File: src/rtl/fp_align_stage.sv
// Operand-alignment stage of the FP adder: unpacks two IEEE-754 words, orders them by magnitude
// and right-shifts the smaller mantissa by the exponent difference with guard/round/sticky bits.
module fp_align_stage #(
    parameter int EXP_W = 8,
    parameter int MAN_W = 23,
    localparam int W  = 1 + EXP_W + MAN_W,
    localparam int MW = MAN_W + 4
) (
    input  logic             clk,
    input  logic             reset_n,
    input  logic             in_valid,
    output logic             in_ready,
    input  logic [W-1:0]     a,
    input  logic [W-1:0]     b,
    output logic             out_valid,
    input  logic             out_ready,
    output logic             out_sign_big,
    output logic [EXP_W-1:0] out_exp,
    output logic [MW-1:0]    out_man_big,
    output logic [MW-1:0]    out_man_small,
    output logic             out_eff_sub,
    output logic             out_swap,
    output logic             out_nan,
    output logic             out_inf
);

    typedef struct packed {
        logic             sign_big;
        logic [EXP_W-1:0] exp_big;
        logic [MW-1:0]    man_big;
        logic [MAN_W:0]   man_small;
        logic [EXP_W-1:0] diff;
        logic             eff_sub;
        logic             swap;
        logic             nan;
        logic             inf;
    } s1_t;

    logic             s1_valid, s2_valid, advance;
    s1_t              s1, s1_nxt;

    logic [EXP_W-1:0] ea, eb, eea, eeb;
    logic [MAN_W-1:0] fa, fb;
    logic             ha, hb, a_max, b_max, a_nan, b_nan, a_inf, b_inf, b_gt, eff_sub;

    assign ea = a[W-2 -: EXP_W];
    assign eb = b[W-2 -: EXP_W];
    assign fa = a[MAN_W-1:0];
    assign fb = b[MAN_W-1:0];
    assign ha = |ea;
    assign hb = |eb;
    assign eea = ha ? ea : EXP_W'(1);
    assign eeb = hb ? eb : EXP_W'(1);

    assign a_max = &ea;
    assign b_max = &eb;
    assign a_nan = a_max && (fa != '0);
    assign b_nan = b_max && (fb != '0);
    assign a_inf = a_max && (fa == '0);
    assign b_inf = b_max && (fb == '0);
    assign eff_sub = a[W-1] ^ b[W-1];

    // Hidden bit breaks the eff_exp==1 tie between a denormal and the smallest normals.
    assign b_gt = {eeb, hb, fb} > {eea, ha, fa};

    always_comb begin
        s1_nxt = '0;
        s1_nxt.swap    = b_gt;
        s1_nxt.eff_sub = eff_sub;
        s1_nxt.nan     = a_nan || b_nan || (a_inf && b_inf && eff_sub);
        s1_nxt.inf     = (a_inf || b_inf) && !s1_nxt.nan;
        if (b_gt) begin
            s1_nxt.sign_big  = b[W-1];
            s1_nxt.exp_big   = eeb;
            s1_nxt.man_big   = {hb, fb, 3'b000};
            s1_nxt.man_small = {ha, fa};
            s1_nxt.diff      = eeb - eea;
        end else begin
            s1_nxt.sign_big  = a[W-1];
            s1_nxt.exp_big   = eea;
            s1_nxt.man_big   = {ha, fa, 3'b000};
            s1_nxt.man_small = {hb, fb};
            s1_nxt.diff      = eea - eeb;
        end
    end

    // Shift into a double-width window; the lower half collects everything shifted out.
    logic [2*MW-1:0] ext;
    logic [MW-1:0]   small_al;

    assign ext = {s1.man_small, 3'b000, {MW{1'b0}}} >> s1.diff;

    always_comb begin
        small_al = '0;
        if (32'(s1.diff) >= MW)
            small_al = {{(MW-1){1'b0}}, |s1.man_small};
        else
            small_al = ext[2*MW-1:MW] | {{(MW-1){1'b0}}, |ext[MW-1:0]};
    end

    assign advance   = !s2_valid || out_ready;
    assign in_ready  = reset_n && (!s1_valid || advance);
    assign out_valid = s2_valid;

    always_ff @(posedge clk or negedge reset_n) begin
        if (!reset_n) begin
            s1_valid <= 1'b0;
            s1       <= '0;
        end else if (in_ready) begin
            s1_valid <= in_valid;
            if (in_valid) s1 <= s1_nxt;
        end
    end

    always_ff @(posedge clk or negedge reset_n) begin
        if (!reset_n) begin
            s2_valid      <= 1'b0;
            out_sign_big  <= 1'b0;
            out_exp       <= '0;
            out_man_big   <= '0;
            out_man_small <= '0;
            out_eff_sub   <= 1'b0;
            out_swap      <= 1'b0;
            out_nan       <= 1'b0;
            out_inf       <= 1'b0;
        end else if (advance) begin
            s2_valid <= s1_valid;
            if (s1_valid) begin
                out_sign_big  <= s1.sign_big;
                out_exp       <= s1.exp_big;
                out_man_big   <= s1.man_big;
                out_man_small <= small_al;
                out_eff_sub   <= s1.eff_sub;
                out_swap      <= s1.swap;
                out_nan       <= s1.nan;
                out_inf       <= s1.inf;
            end
        end
    end

endmodule

File: config.mk
export PLATFORM = sky130hd
export DESIGN_NAME = fp_align_stage
export DESIGN_NICKNAME = d
export VERILOG_FILES = /design/src/rtl/fp_align_stage.sv
export SDC_FILE = /design/constraint.sdc
export NUM_CORES = 1
export LEC_CHECK = 0
export ABC_AREA = 1
export CELL_PAD_IN_SITES_DETAIL_PLACEMENT = 1
export CELL_PAD_IN_SITES_GLOBAL_PLACEMENT = 2
export CORE_UTILIZATION = 34
export CTS_BUF_LIST = sky130_fd_sc_hd__clkbuf_8
export CTS_CLUSTER_DIAMETER = 120
export CTS_CLUSTER_SIZE = 20
export DETAILED_ROUTE_END_ITERATION = 7
export PLACE_DENSITY = 0.94
export REMOVE_ABC_BUFFERS = 1
export SLEW_MARGIN = 10
export SYNTH_ARGS = -nofsm -noshare
export SYNTH_HDL_FRONTEND = slang
export SYNTH_SLANG_ARGS = --single-unit
File: constraint.sdc
create_clock -name clk -period 5.25 [get_ports clk]
set_input_delay 0.525 -clock clk [delete_from_list [all_inputs] [get_ports clk]]
set_output_delay 0.525 -clock clk [all_outputs]
set_load 0.02 [all_outputs]
# == Yosys cells after proc, flatten, opt, wreduce, memory -nomap -nowiden ==
# Cells that the tools add are included.
# op_classes
add_sub_neg,2
magnitude_cmp,2
shift,1
mux,4
n_bitwise,2
reduce_logical,28
# ops
operator,n
68-bit 2-to-1 mux,1
54-bit by 8-bit >> shifter with 54-bit output,1
23-bit zero test,2
23-bit nonzero test,2
32-bit greater-than comparator,1
27-bit 2-to-1 mux,1
27-bit by 1-bit bitwise OR with 27-bit output,1
27-bit OR reduction,1
24-bit OR reduction,1
8-bit 2-to-1 mux,2
8-bit AND reduction,2
8-bit OR reduction,2
8-bit subtractor,2
8-bit by 5-bit >= comparator with 1-bit output (second input constant),1
1-bit logical AND,8
1-bit logical OR,5
2-bit AND reduction,2
1-bit zero test,3
1-bit XOR,1
# totals
regBits,141
wordCells,58

# == Logic depth before layout (Yosys ltp) ==
# depth
ltp_word,7
ltp_mapped,21
ltp_nobuf,20

# == Least setup slack after synthesis ==
# No wires, ideal clock.
# synth_path
kind,input -> register
start,input port a[28]
end,register s1[43] (netlist bit)
setup_ps,133
arrival_ps,2403
slack_ps,2713
cell_stages,16
cell_sequence,nor4_1 -> nand3_1 -> inv_1 -> ha_1 -> nand2_1 -> nor2_1 -> a211oi_1 -> a21oi_1 -> o21bai_1 -> inv_1 -> nand4_2 -> nand2_4 -> buf_2 -> nand2_1 -> nand3_1 -> o21ai_0
# synth_via
elab_chain_len,4
# synth_rtl
item,line,source
from (decl),13,"input logic [W-1:0] a,"
8-bit OR reduction,50,assign ha = |ea;
8-bit 2-to-1 mux,52,assign eea = ha ? ea : EXP_W'(1);
32-bit greater-than comparator *,64,"assign b_gt = {eeb, hb, fb} > {eea, ha, fa};"
68-bit 2-to-1 mux *,72,if (b_gt) begin
to (signal assigned),111,if (in_valid) s1 <= s1_nxt;
to (decl),40,"s1_t s1, s1_nxt;"
# Mark *: on every way between the ends. The rest lies on a longest branch, timed or not.
# A chain may end at the register's enable or synchronous reset.

# == Final worst setup path ==
# layout_path
start,input port a[24]
end,register s1[33] (netlist bit)
# Same word-level chain as after synthesis.

==> summary.txt <==
Setup path
  – Worst r2r src: s1[4]$_DFFE_PN0P_
  – Count of cells along the worst register-to-register path: 15
  – Setup slack of the worst register-to-register path: a little over 2 ns
  – CP required: 5.57 ns
  – Crit path buffers/inverters: 2
  – Arrival time at the worst endpoint: between 3 and 4 ns
  – Largest driver fanout on the critical path: 82
  – Worst reg2reg path endpoint: out_man_small[0]$_DFFE_PN0P_
  – CP cell instances: clkdlybuf4s50_1, nor3_1, nand3_1, inv_1, nor2_1, ha_1, nand4_2, nor4_4, nand4_2, nand2_4, nand2_1, nand3_1, o21ai_0
  – Setup crit end kind: flop
  – Top Family by Delay on Critical Path: simple AND/OR/NAND/NOR gates
  – Critical path's slowest cell: nand2_4
  – Startpoint Class: input pin
  – Max incr delay on CP: around 0.70 ns
  – Path type of the worst setup path: in2reg

Power and ir drop
  – Relative contribution of sequential cells to total power: 0.328
  – Internal power: approximately 2.7 mW
  – Leakage component of the power: approximately 5.3 nW
  – Worst vdd ir: about 0.00017 V
  – Sw Ratio: 0.427
  – Clock group share of total power: 0.219
  – Power dissipated by switching net loads: roughly 2.0 mW
  – Portion of total power attributed to combinational logic: 0.453
  – PwrDens: roughly 430 nW/um^2

Worst hold path
  – Worst Hold Class: reg2reg
  – Hold-critical path endpoint: out_swap$_DFFE_PN0P_
  – HP Start: out_swap$_DFFE_PN0P_
  – Number of cells on the worst hold path: 2

Outcome
  – Outcome: finished with violations
  – Violated checks: DRC

STA
  – Final critical-path share of the clock period: 0.672
  – Clock Skews: between 0.015 and 0.02 ns
  – Worst max-slew margin expressed relative to the limit: 0.355
  – Final setup vio count: 0
  – Count of final max-slew check failures: 0
  – Total negative slack for setup checks: 0 ns
  – Final critical-path required period: approximately 3.5 ns
  – Endpoints failing hold: 0
  – RSZ-0062 raised after global routing: no
  – Slew at the pin with the worst max-slew slack: around 0.97 ns
  – Top achievable clock speed: roughly 0.28 GHz

Synthesis
  – Sequential element share of the synthesized area: 0.367
  – Average instance area after synthesis: between 6 and 7 sq um
  – Post-Synthesis Cells: 1326
  – Number of flip-flops and latches in the synthesized netlist: 135
  – Number of flops mapped to enable cells by yosys: 0
  – Summed instance area of the synthesized netlist: 9210 sq um
  – Most used flip-flop cell after synthesis: dfrtp_1
  – Fraction of registers with async set or reset after synthesis: 1.00
  – Cell variety after synth: 39
  – Yosys warning count: 0

Floorplan
  – Floorplan die area: about 28000 sq um
  – Initial Util: 0.350
  – Number of core rows: 59
  – Width of the die: approximately 170 um
  – Die outline height: ~170 um
  – Core outline area: between 20000 and 30000 sq um
  – Io pins: roughly 140

Routing
  – 1st-iter DRT viols: 587
  – Post-detailed-route count of antenna-violating nets: 0
  – Pre-Repair DR Iteration Count: 8
  – Total DRC errors in the routed layout: 2
  – Total met3 wirelength after detailed routing: ~840 um
  – Met2 WL: 14.1 mm
  – Total wire length: roughly 30 mm
  – Final routed wire length divided by cell count: between 15 and 20 um
  – Highest signal layer in the routed design: met4
  – Length of routed wiring on met1: around 14 mm
  – Ratio of routed vias to standard cells: ~5.3
  – DR vias: 9212

GRT
  – Largest net degree at the start of global routing: 83
  – Wire length of the first global-routing pass: 49.8 mm
  – Antenna violations before repair: 0
  – Overall track demand over capacity in global routing: 0.224
  – Sum of overflow across all layers after global routing: 0
  – Via count of the first global-routing pass: roughly 9500

Placement
  – Number of buffers inserted by port buffering: around 130
  – RePlAce Congestion: ~0.9
  – DPL Wire Length: about 22 mm

CTS
  – Number of buffers added for setup after CTS: 0
  – Post-cts sizing count: 0
  – Clock tree from TritonCTS: done
  – CTS H-tree lvls: 4
  – Clk pin slew, worst setup/hold paths: 0.08 ns
  – Cell at the root of the clock tree: clkbuf_8
  – Number of clock buffers inserted by TritonCTS: 17
  – Worst skew pair latency: between 0.4 and 0.5 ns
  – Max Buffers Root-to-Sink: 2
  – TritonCTS sink count: 135

Finish
  – Fraction of layout instances using a drive strength above 1: 0.0397
  – Share of the core filled with cells: 0.419
  – Synth-to-Final Area Change: 19.8%
  – # diodes: 0
  – Total Nets Final: around 1500

Job
  – Max capacitance violation total: 0
-- power by group through the flow --
| stage | clock [mW] | combinational (mW) | sequential, mW |
|---|---|---|---|
| 2_1_floorplan | 0 | 1.05 | 1.74 |
| 3_3_place_gp | 0 | 2.09 | 1.55 |
| 3_5_place_dp | 0 | 2.13 | 1.56 |
| 4_1_cts | 1.04 | 2.14 | 1.54 |
| 5_1_grt | 1.09 | 2.39 | 1.58 |
| 6_report | 1.03 | 2.13 | 1.54 |
-- flip-flops by register name, indices dropped and copies added, names as in the netlist --
register       flops
out_valid          1
out_sign_big       1
out_nan            1
out_exp            8
out_man_small     27
out_eff_sub        1
out_inf            1
s1_valid           1
s1                69
out_man_big       24
out_swap           1
-- stage by stage --
step / instances / setup slack, ns / hold slack, ns / cell area, sq um / total power [mW]
finish: 1747 / 1.72 / 0.473 / 11000 / 4.70
global route: 1747 / 1.49 / 0.510 / 11000 / 5.07
CTS: 1746 / 1.71 / 0.479 / 11000 / 4.73
detailed placement: 1715 / 1.27 / 0.459 / 10600 / 3.69
global placement: 1715 / 1.32 / 0.457 / 10600 / 3.64
floorplan: 1238 / 1.61 / 0.229 / 8740 / 2.79
-- worst max-delay path by stage --
stage | slack [ns] | cells past startpoint | end | startpoint
after CTS | 1.71 | 13 | s1[53]$_DFFE_PN0P_ | a[24]
after floorplan | 1.61 | 15 | s1[31]$_DFFE_PN0P_ | a[28]
after global routing | 1.49 | 16 | s1[32]$_DFFE_PN0P_ | a[24]
after global placement | 1.32 | 14 | s1[54]$_DFFE_PN0P_ | b[24]
after detailed placement | 1.27 | 13 | s1[65]$_DFFE_PN0P_ | a[24]
final | 1.72 | 13 | s1[33]$_DFFE_PN0P_ | a[24]
-- cell usage after synthesis, types with 2 or more instances --
cell,n,share of area
a211oi_1,2,0.0016
a21oi_1,26,0.014
a22o_1,3,0.0029
a31oi_1,2,0.0014
buf_1,3,0.0012
buf_2,11,0.0060
buf_4,11,0.0090
buf_6,12,0.015
clkbuf_1,52,0.021
dfrtp_1,135,0.37
fa_1,2,0.0043
ha_1,38,0.052
inv_1,141,0.057
inv_2,7,0.0029
nand2_1,338,0.14
nand3_1,263,0.14
nand4_1,22,0.015
nand4_2,3,0.0041
nor2_1,59,0.024
nor3_1,7,0.0038
nor4_1,12,0.0081
o21ai_0,105,0.057
o21ai_1,38,0.021
o21bai_1,3,0.0024
o221ai_1,6,0.0057
xnor2_1,4,0.0038
xor2_1,9,0.0086
-- kinds of logic after synthesis --
family          synth area share
simple gates               0.342
flops                      0.367
xor+xnor                  0.0124
other cells             0.000407
fa+ha+maj                 0.0559
buf+inv                    0.113
compound gates             0.110
-- repair_timing --
item	CTS	global route
hold endpoints to repair	32	0
setup endpoints to repair	0	0
hold buffers	1	0
-- cells in the final DEF, fill, tap and decap left out, types with 2 or more instances in the layout --
cell and instances:
a211oi_1 2, a21oi_1 26, a22o_1 3, a31oi_1 2, buf_4 9, bufinv_16 5
clkbuf_8 18, clkdlybuf4s50_1 132, clkinv_2 2, clkinv_4 4, conb_1 3, dfrtp_1 135
fa_1 2, ha_1 38, inv_1 141, inv_2 7, nand2_1 338, nand3_1 263
nand4_1 22, nand4_2 3, nor2_1 59, nor3_1 7, nor4_1 12, o21ai_0 105
o21ai_1 38, o21bai_1 3, o221ai_1 6, xnor2_1 4, xor2_1 9
-- layer usage --
metal  GRT usage  vias up
met5           0        -
met4      0.0753        0
met3      0.0278       37
met2       0.369      168
met1       0.304     4492
li1            -     4515
-- tightest hold or removal path, delay by kind of cell (launching register included) --
kind | cells | cell delay (ns)
DFF | 1 | 0.35
and+or+nand+nor | 2 | 0.10
-- final cells by class --
class	count	area, sq um
Clock buffer	18	248
Clock inverter	12	203
Fill cell	3305	15300
Inverter	148	556
Multi-Input combinational cell	955	4800
Sequential cell	135	3380
Tap cell	335	419
Timing Repair Buffer	144	1430
Power figures use the tool's default switching activity.
